==> config.mk <==
export PLATFORM = sky130hd
export DESIGN_NAME = trap_unit
export DESIGN_NICKNAME = d
export VERILOG_FILES = /design/src/rtl/trap_pkg.sv /design/src/rtl/except_prio.sv /design/src/rtl/trap_unit.sv
export SDC_FILE = /design/constraint.sdc
export NUM_CORES = 1
export LEC_CHECK = 0
export BUFFER_PORTS_ARGS = -buffer_cell sky130_fd_sc_hd__buf_4
export CAP_MARGIN = 30
export CORE_AREA = 2 2 214 216
export CTS_CLUSTER_SIZE = 16
export DETAILED_ROUTE_END_ITERATION = 10
export DIE_AREA = 0 0 216 218
export GPL_ROUTABILITY_DRIVEN = 0
export SLEW_MARGIN = 20
export SYNTH_ARGS = -nofsm -noshare
export SYNTH_HDL_FRONTEND = slang
export SYNTH_SLANG_ARGS = --single-unit
==> constraint.sdc <==
create_clock -name clk -period 2.5 [get_ports clk]
set_input_delay 0.375 -clock clk [delete_from_list [all_inputs] [get_ports clk]]
set_output_delay 0.375 -clock clk [all_outputs]
set_load 0.01 [all_outputs]
==> src/rtl/trap_pkg.sv <==
// Shared constants and types for the trap unit: exception bit positions,
// mcause codes, CSR select encodings and the trap sequencer states.
package trap_pkg;

    localparam int unsigned EXC_W      = 7;

    localparam int unsigned EXC_LD_MIS = 0;
    localparam int unsigned EXC_LD_ACC = 1;
    localparam int unsigned EXC_ST_MIS = 2;
    localparam int unsigned EXC_ST_ACC = 3;
    localparam int unsigned EXC_LD_PF  = 4;
    localparam int unsigned EXC_ST_PF  = 5;
    localparam int unsigned EXC_BRK    = 6;

    localparam logic [3:0] CAUSE_LD_MIS = 4'd4;
    localparam logic [3:0] CAUSE_LD_ACC = 4'd5;
    localparam logic [3:0] CAUSE_ST_MIS = 4'd6;
    localparam logic [3:0] CAUSE_ST_ACC = 4'd7;
    localparam logic [3:0] CAUSE_LD_PF  = 4'd13;
    localparam logic [3:0] CAUSE_ST_PF  = 4'd15;
    localparam logic [3:0] CAUSE_BRK    = 4'd3;

    localparam logic [1:0] CSR_MTVEC  = 2'd0;
    localparam logic [1:0] CSR_MEPC   = 2'd1;
    localparam logic [1:0] CSR_MCAUSE = 2'd2;
    localparam logic [1:0] CSR_MTVAL  = 2'd3;

    typedef enum logic [2:0] {
        IDLE,
        TFLUSH,
        TREDIR,
        MFLUSH,
        MREDIR
    } trap_state_t;

endpackage

==> src/rtl/except_prio.sv <==
// Exception vector prioritiser: picks the single architectural cause and
// whether mtval should carry the PC (breakpoint) instead of the data address.
module except_prio
    import trap_pkg::*;
(
    input  logic [EXC_W-1:0] exc,
    output logic             hit,
    output logic [3:0]       cause,
    output logic             use_pc
);

    // Fixed-priority select, highest-priority exception first.
    always_comb begin
        hit    = |exc;
        cause  = '0;
        use_pc = 1'b0;
        if (exc[EXC_BRK]) begin
            cause  = CAUSE_BRK;
            use_pc = 1'b1;
        end else if (exc[EXC_ST_PF]) begin
            cause = CAUSE_ST_PF;
        end else if (exc[EXC_LD_PF]) begin
            cause = CAUSE_LD_PF;
        end else if (exc[EXC_ST_MIS]) begin
            cause = CAUSE_ST_MIS;
        end else if (exc[EXC_LD_MIS]) begin
            cause = CAUSE_LD_MIS;
        end else if (exc[EXC_ST_ACC]) begin
            cause = CAUSE_ST_ACC;
        end else if (exc[EXC_LD_ACC]) begin
            cause = CAUSE_LD_ACC;
        end
    end

endmodule

==> src/rtl/trap_unit.sv <==
// Trap unit: turns the EX exception vector into an architectural trap,
// holds mtvec/mepc/mcause/mtval, and sequences flush + fetch redirect for
// both trap entry and mret.
module trap_unit
    import trap_pkg::*;
#(
    parameter int unsigned    N         = 64,
    parameter logic [N-1:0]   MTVEC_RST = '0
)
(
    input  logic             clk,
    input  logic             reset,
    input  logic [EXC_W-1:0] exceptSignal,
    input  logic             valid_E,
    input  logic [N-1:0]     pc_E,
    input  logic [N-1:0]     addr_E,
    input  logic             mret_E,
    input  logic             csr_we,
    input  logic [1:0]       csr_sel,
    input  logic [N-1:0]     csr_wdata,
    output logic [N-1:0]     csr_rdata,
    output logic             flush,
    output logic             redirect,
    output logic [N-1:0]     redirect_pc,
    output logic             trap_busy
);

    logic        exc_hit;
    logic [3:0]  exc_cause;
    logic        exc_use_pc;

    trap_state_t state, state_nx;

    logic [N-1:0] mtvec, mepc, mcause, mtval;
    logic [N-1:0] pc_hold;
    logic         trap_take, mret_take;

    except_prio u_prio (
        .exc    (exceptSignal),
        .hit    (exc_hit),
        .cause  (exc_cause),
        .use_pc (exc_use_pc)
    );

    // Trap/mret acceptance; only in IDLE with a real EX instruction, exception beats mret.
    always_comb begin
        trap_take = ~reset & (state == IDLE) & valid_E & exc_hit;
        mret_take = ~reset & (state == IDLE) & valid_E & mret_E & ~exc_hit;
    end

    // Sequencer state register.
    always_ff @(posedge clk) begin
        if (reset) state <= IDLE;
        else       state <= state_nx;
    end

    // Next state and flush/redirect outputs; redirect_pc holds its last value when idle.
    always_comb begin
        state_nx    = state;
        flush       = 1'b0;
        redirect    = 1'b0;
        redirect_pc = pc_hold;
        case (state)
            IDLE: begin
                // flush in the trap cycle itself squashes the faulting store
                flush = trap_take;
                if (trap_take)      state_nx = TFLUSH;
                else if (mret_take) state_nx = MFLUSH;
            end
            TFLUSH: begin
                flush    = 1'b1;
                state_nx = TREDIR;
            end
            TREDIR: begin
                // mtvec is read here so a write landing during TFLUSH is honoured
                redirect    = 1'b1;
                redirect_pc = {mtvec[N-1:2], 2'b00};
                state_nx    = IDLE;
            end
            MFLUSH: begin
                flush    = 1'b1;
                state_nx = MREDIR;
            end
            MREDIR: begin
                redirect    = 1'b1;
                redirect_pc = mepc;
                state_nx    = IDLE;
            end
            default: state_nx = IDLE;
        endcase
        trap_busy = (state != IDLE);
    end

    // CSR file; a trap latch overrides a coincident software write to mepc/mcause/mtval.
    always_ff @(posedge clk) begin
        if (reset) begin
            mtvec  <= MTVEC_RST;
            mepc   <= '0;
            mcause <= '0;
            mtval  <= '0;
        end else begin
            if (csr_we) begin
                case (csr_sel)
                    CSR_MTVEC:  mtvec  <= csr_wdata;
                    CSR_MEPC:   mepc   <= csr_wdata;
                    CSR_MCAUSE: mcause <= csr_wdata;
                    CSR_MTVAL:  mtval  <= csr_wdata;
                    default:    ;
                endcase
            end
            if (trap_take) begin
                mepc   <= pc_E;
                mcause <= {{(N-4){1'b0}}, exc_cause};
                mtval  <= exc_use_pc ? pc_E : addr_E;
            end
        end
    end

    // Remember the last redirect target so redirect_pc is stable between redirects.
    always_ff @(posedge clk) begin
        if (reset)         pc_hold <= '0;
        else if (redirect) pc_hold <= redirect_pc;
    end

    // Combinational CSR read port.
    always_comb begin
        csr_rdata = '0;
        case (csr_sel)
            CSR_MTVEC:  csr_rdata = mtvec;
            CSR_MEPC:   csr_rdata = mepc;
            CSR_MCAUSE: csr_rdata = mcause;
            CSR_MTVAL:  csr_rdata = mtval;
            default:    csr_rdata = '0;
        endcase
    end

endmodule

======== Word level (Yosys, flattened, before mapping) ========
Index checks and enable logic that the tools add are counted.
word-level totals
  register bits after elaboration ......... 323
  bits in latches ......................... 0
  bits in writable memories ............... 0
  memory bits (read-only) ................. 0
  bits of input ports ..................... 206
  output and inout port bits .............. 131
  word-level logic and storage cells ...... 63
  memories kept ........................... 0
cells by class
  add/subtract/negate cells ............... 0
  multiply operators ...................... 0
  div/mod/pow operators ................... 0
  $lt $le $gt $ge ......................... 0
  eq/ne operators ......................... 8
  shift-type cells ........................ 0
  muxes and demuxes ....................... 25
  bitwise gates (word level) .............. 7
  reductions and logical operators ........ 16
operators with widths
  kind                                                              count
  64-bit 2-to-1 mux                                                 7
  64-bit case mux with 4 select lines                               1
  64-bit case mux with 2 select lines                               1
  4-bit 2-to-1 mux                                                  9
  2-bit AND reduction                                               5
  3-bit 2-to-1 mux                                                  3
  3-bit case mux with 3 select lines                                1
  2-bit nonzero test                                                4
  7-bit OR reduction                                                1
  3-bit by 2-bit == test with 1-bit output (second input constant)  2
  2-bit OR reduction                                                3
  1-bit bitwise AND                                                 5
  2-bit == test (second input constant)                             2
  3-bit by 1-bit == test with 1-bit output (second input constant)  1
  3-bit == test (second input constant)                             1
  3-bit zero test                                                   1
  3-bit != test (second input constant)                             1
  3-bit nonzero test                                                1
  2-bit by 1-bit == test with 1-bit output (second input constant)  1
  2-bit zero test                                                   1
  1-bit 2-to-1 mux                                                  2
  1-bit NOT                                                         2
  1-bit case mux with 2 select lines                                1

======== Logic depth before layout (Yosys ltp) ========
  depth after elaboration ................. 8
  mapped depth ............................ 7
  depth with buffers taken out ............ 4

======== Modules after synthesis ========
A second synthesis with hierarchy kept.
unflattened totals
  cells, all modules ...................... 1852
  area, all modules ....................... 15611.2 um^2
modules (own cells, without submodules)
  module       instances  cells each  area an instance (um^2)
  trap_unit    1          1839        15543.7
  except_prio  1          13          67.6

======== Worst setup path before layout ========
Ideal clock, no wire load.
  path type ............................... input to output
  from .................................... input port csr_sel[0]
  to ...................................... output port csr_rdata[10]
  arrival time ............................ 1.700 ns
  slack ................................... 0.425 ns
  stages .................................. 3
  path buffers ............................ 2
  cells stage by stage .................... clkbuf_1 -> clkbuf_1 -> mux4_2
on the way
  longest elaborated chain between the ends .. 2
  elaborated cells on any way between the ends .. 5
  those cells by class .................... eq/ne: 3; mux: 1; reduce/logical: 1
ends and longest elaborated chain
  what                                     RTL line          text
  start: declaration                       trap_unit.sv:19   input logic [1:0] csr_sel,
  2-bit == test (tied with other cells)    trap_unit.sv:128  case (csr_sel)
  64-bit case mux with 4 select lines (*)  trap_unit.sv:128
  end: declaration                         trap_unit.sv:21   output logic [N-1:0] csr_rdata,
Mark *: on every way between the ends. The rest lies on a longest branch, timed or not.

======== Final worst setup path ========
  from .................................... register state[2]
  to ...................................... output port redirect_pc[10]
on the way
  longest elaborated chain between the ends .. 2
  elaborated cells on any way between the ends .. 3
  those cells by class .................... eq/ne: 2; mux: 1
ends and longest elaborated chain
  what                                                                       RTL line         text
  start: declaration                                                         trap_unit.sv:32  trap_state_t state, state_nx;
  start signal: assignment                                                   trap_unit.sv:54  else state <= state_nx;
  3-bit == test or 3-bit by 2-bit == test with 1-bit output (tied branches)  trap_unit.sv:63  case (state)
  64-bit case mux with 2 select lines (*)                                    trap_unit.sv:63
  end: declaration                                                           trap_unit.sv:24  output logic [N-1:0] redirect_pc,
Marks and branches as above.

==> impl_metrics.yaml <==
global_routing:
  first_global_vias: 14230
  gr-max-usage-layer: "met2"
  overflow: 0
  antenna_found_initial: 5
  grt_use_met2: 0.3909
  grtUsageTotal: 0.2317
  grt_pass1_wl_um: 84570
  grtUsageMet1: 0.2929
  use_met3: 0.03891
  grt_max_degree: 132
pwr:
  p_leak_nw: 9.349
  p_per_area_nw_per_um2: 656.3
  ir_worst_vdd_v: 0.0003935
sta:
  rsz0062_at_grt: "true"
  slew_headroom: 0.4917
  clock_skew_ns: 0.01490
  tightestPinTransition_ns: 0.7625
  hold_viol_final: 0
  fin_crit_ns: 2.433
  fmax_ghz: 0.4110
  slew_viol_final: 0
  period_share: 0.9732
  setup_viol: 0
route:
  dr.pass1.iters: 5
  viasPerCell: 5.559
  detail-route-antenna-nets: 0
  routed_wl_um: 56320
  drt_iter0_drc: 890
  vias: 14300
  post-route-drc-count: 0
  wl_per_cell_um: 21.90
placed_design:
  io_buffers: 336
  dp_hpwl_um: 35220
  placed_area_um2: 18850
clock_network:
  cts_made_buffers: 39
  cts_tree: "built"
  cts.sinks: 323
  clk_pin_slew_ns: 0.06
  cts-htree-levels: 2
  clk_latency_ns: 0.55
  cts_max_path_buffers: 3
  ctsHoldBuffers: 0
  clockRootBuffer: "clkbuf_16"
synth:
  ys_ff_latch: 323
  yosysWarnings: 0
  synth-simple-area-share: 0.1479
  synth_nets: 1880
  synth_common_cells: "323 x dfxtp_1, 316 x nand2_1, 192 x a211oi_1, 130 x mux2i_1, 125 x a21oi_1"
  syn_area_um2: 15500
  yosysUniqueCellTypes: 37
  synth_edf_count: 0
  synth_fa_ha_area_frac: 0
  synth-xor-area-share: 0
  synth_top_family_by_area: "compound AO/OA/AOI/OAI gates"
  synth_cells: 1674
  synth_top_area_share: 0.4171
  synth_area_leaders: "dfxtp_1 42%, a211oi_1 9.3%, mux4_2 9.3%"
  avgSynthCellArea_um2: 9.261
  yosys_most_used_dff: "dfxtp_1"
  async_flop_share: 0
  synth_area_leader_cell: "dfxtp_1"
  synth_compound_gate_area_share: 0.2098
  muxShareOfSynthArea: 0.1769
  yosysSeqAreaShare: 0.4171
  yosysMostFrequentCell: "dfxtp_1"
floorplanning:
  ioPinCount: 337
  die-area_um2: 47090
  die_h_um: 218
  start_util: 0.3453
  rows: 78
  core_area_um2: 44890
  die-width_um: 216
final_layout:
  fin_util: 0.4541
  nets: 2145
  drive_above_1_share: 0.2739
  area_growth_pct: 31.49
  stdcell_area_um2: 20380
worst_setup_path:
  required_ns: 2.12
  critPathArrivalTime_ns: 2.06
  cp-start-kind: "flip-flop"
  crit_path_end_kind: "output pin"
  crit_fanout: 14
  critPathKind: "reg -> out"
flow_run:
  maxCapViolations: 0
min_path:
  worstHoldPathType: "in -> reg"
outcome:
  outcome: "completed"
==> critical path, cell delays in order, from the launching register on <==
cell     delay (ns)
dfxtp_4        0.37
nor3b_4        0.16
buf_4          0.16
buf_12         0.16
a22oi_1        0.35
nand2_1        0.13
buf_4          0.17
==> metrics by stage <==
step / hold WS [ns] / setup TNS (ns) / power (mW) / cells / setup slack [ns]
global placement: 0.4389 / 0 / 7.652 / 2486 / 0.2159
finish: 0.08536 / 0 / 13.38 / 2572 / 0.06700
global route: 0.08582 / -0.003906 / 13.86 / 2571 / -0.001968
CTS: 0.05085 / 0 / 13.48 / 2563 / 0.005512
detailed placement: 0.4467 / 0 / 7.691 / 2487 / 0.1720
floorplan: 0.4331 / 0 / 6.723 / 1674 / 0.4249
==> timing repair <==
item	in CTS	in global routing
endpoints found under the setup margin	65	54
pin swaps	0	2
gates cloned	2	1
buffers inserted	4	4
resized for setup	7	8
==> path summary, 6_finish.rpt <==
path / start / end / slack (ns) / cells after the start
worst max-delay path: state[2] / redirect_pc[10] / 0.07 / 6
worst min-delay path: mret_E / state[0] / 0.09 / 3
worst max register to register: state[2] / mcause[1] / 0.53 / 5
worst min register to register: mcause[19] / mcause[19] / 0.45 / 2
==> placed cells by master, fill, tap and decap left out, types with 2 or more instances in the layout <==
master     instances
buf_6              3
nand2_1          315
nand3_1           62
o211a_1           62
mux4_2            64
nor2b_1           65
clkinv_2           4
buf_12            33
buf_4            352
o21ai_0            3
or3b_4             3
nor3b_4            2
inv_2              2
clkbuf_1           8
inv_1              3
clkbuf_16         42
a211oi_1         192
dfxtp_1          320
a22o_1             2
a21oi_1          125
diode_2            4
and2_1             3
clkbuf_8          13
buf_16             3
a22oi_2            3
a22oi_1           59
dfxtp_2            2
mux2i_1          130
nor2_1            67
nor3_1             2
==> area by class of cell <==
class,count,area [um^2]
Inverter,5,18.77
Timing Repair Buffer,392,3445
Antenna cell,4,10.01
Multi-Input combinational cell,1178,8378
Sequential cell,323,6472
Fill cell,4307,24510
Clock inverter,8,75.07
Clock buffer,62,1235
Tap cell,600,750.7
==> per-layer routing <==
metal	vias to the layer above	part of all wire
li1	6677	-
met1	7027	0.42
met2	495	0.48
met3	97	0.061
met4	2	0.032
met5	-	0.00028
==> registers in the layout, indices dropped and copies added, names as in the netlist <==
name	count
mtvec	64
state	3
mcause	64
mepc	64
mtval	64
pc_hold	64
==> report_power, final <==
group	switching, mW	leakage [nW]	internal (mW)
sequential	0.177	2.64	5.42
combinational	1.08	6.07	0.933
clock	2.28	0.647	3.49
==> cells by family (layout without fill, tap and decap cells) <==
group / after synthesis / count (layout)
mux: 194 / 194
flops: 323 / 323
buf+inv: 173 / 467
other cells: 0 / 4
compound gates: 453 / 453
simple gates: 531 / 531
No activity file was read; power rests on OpenSTA's default activity.
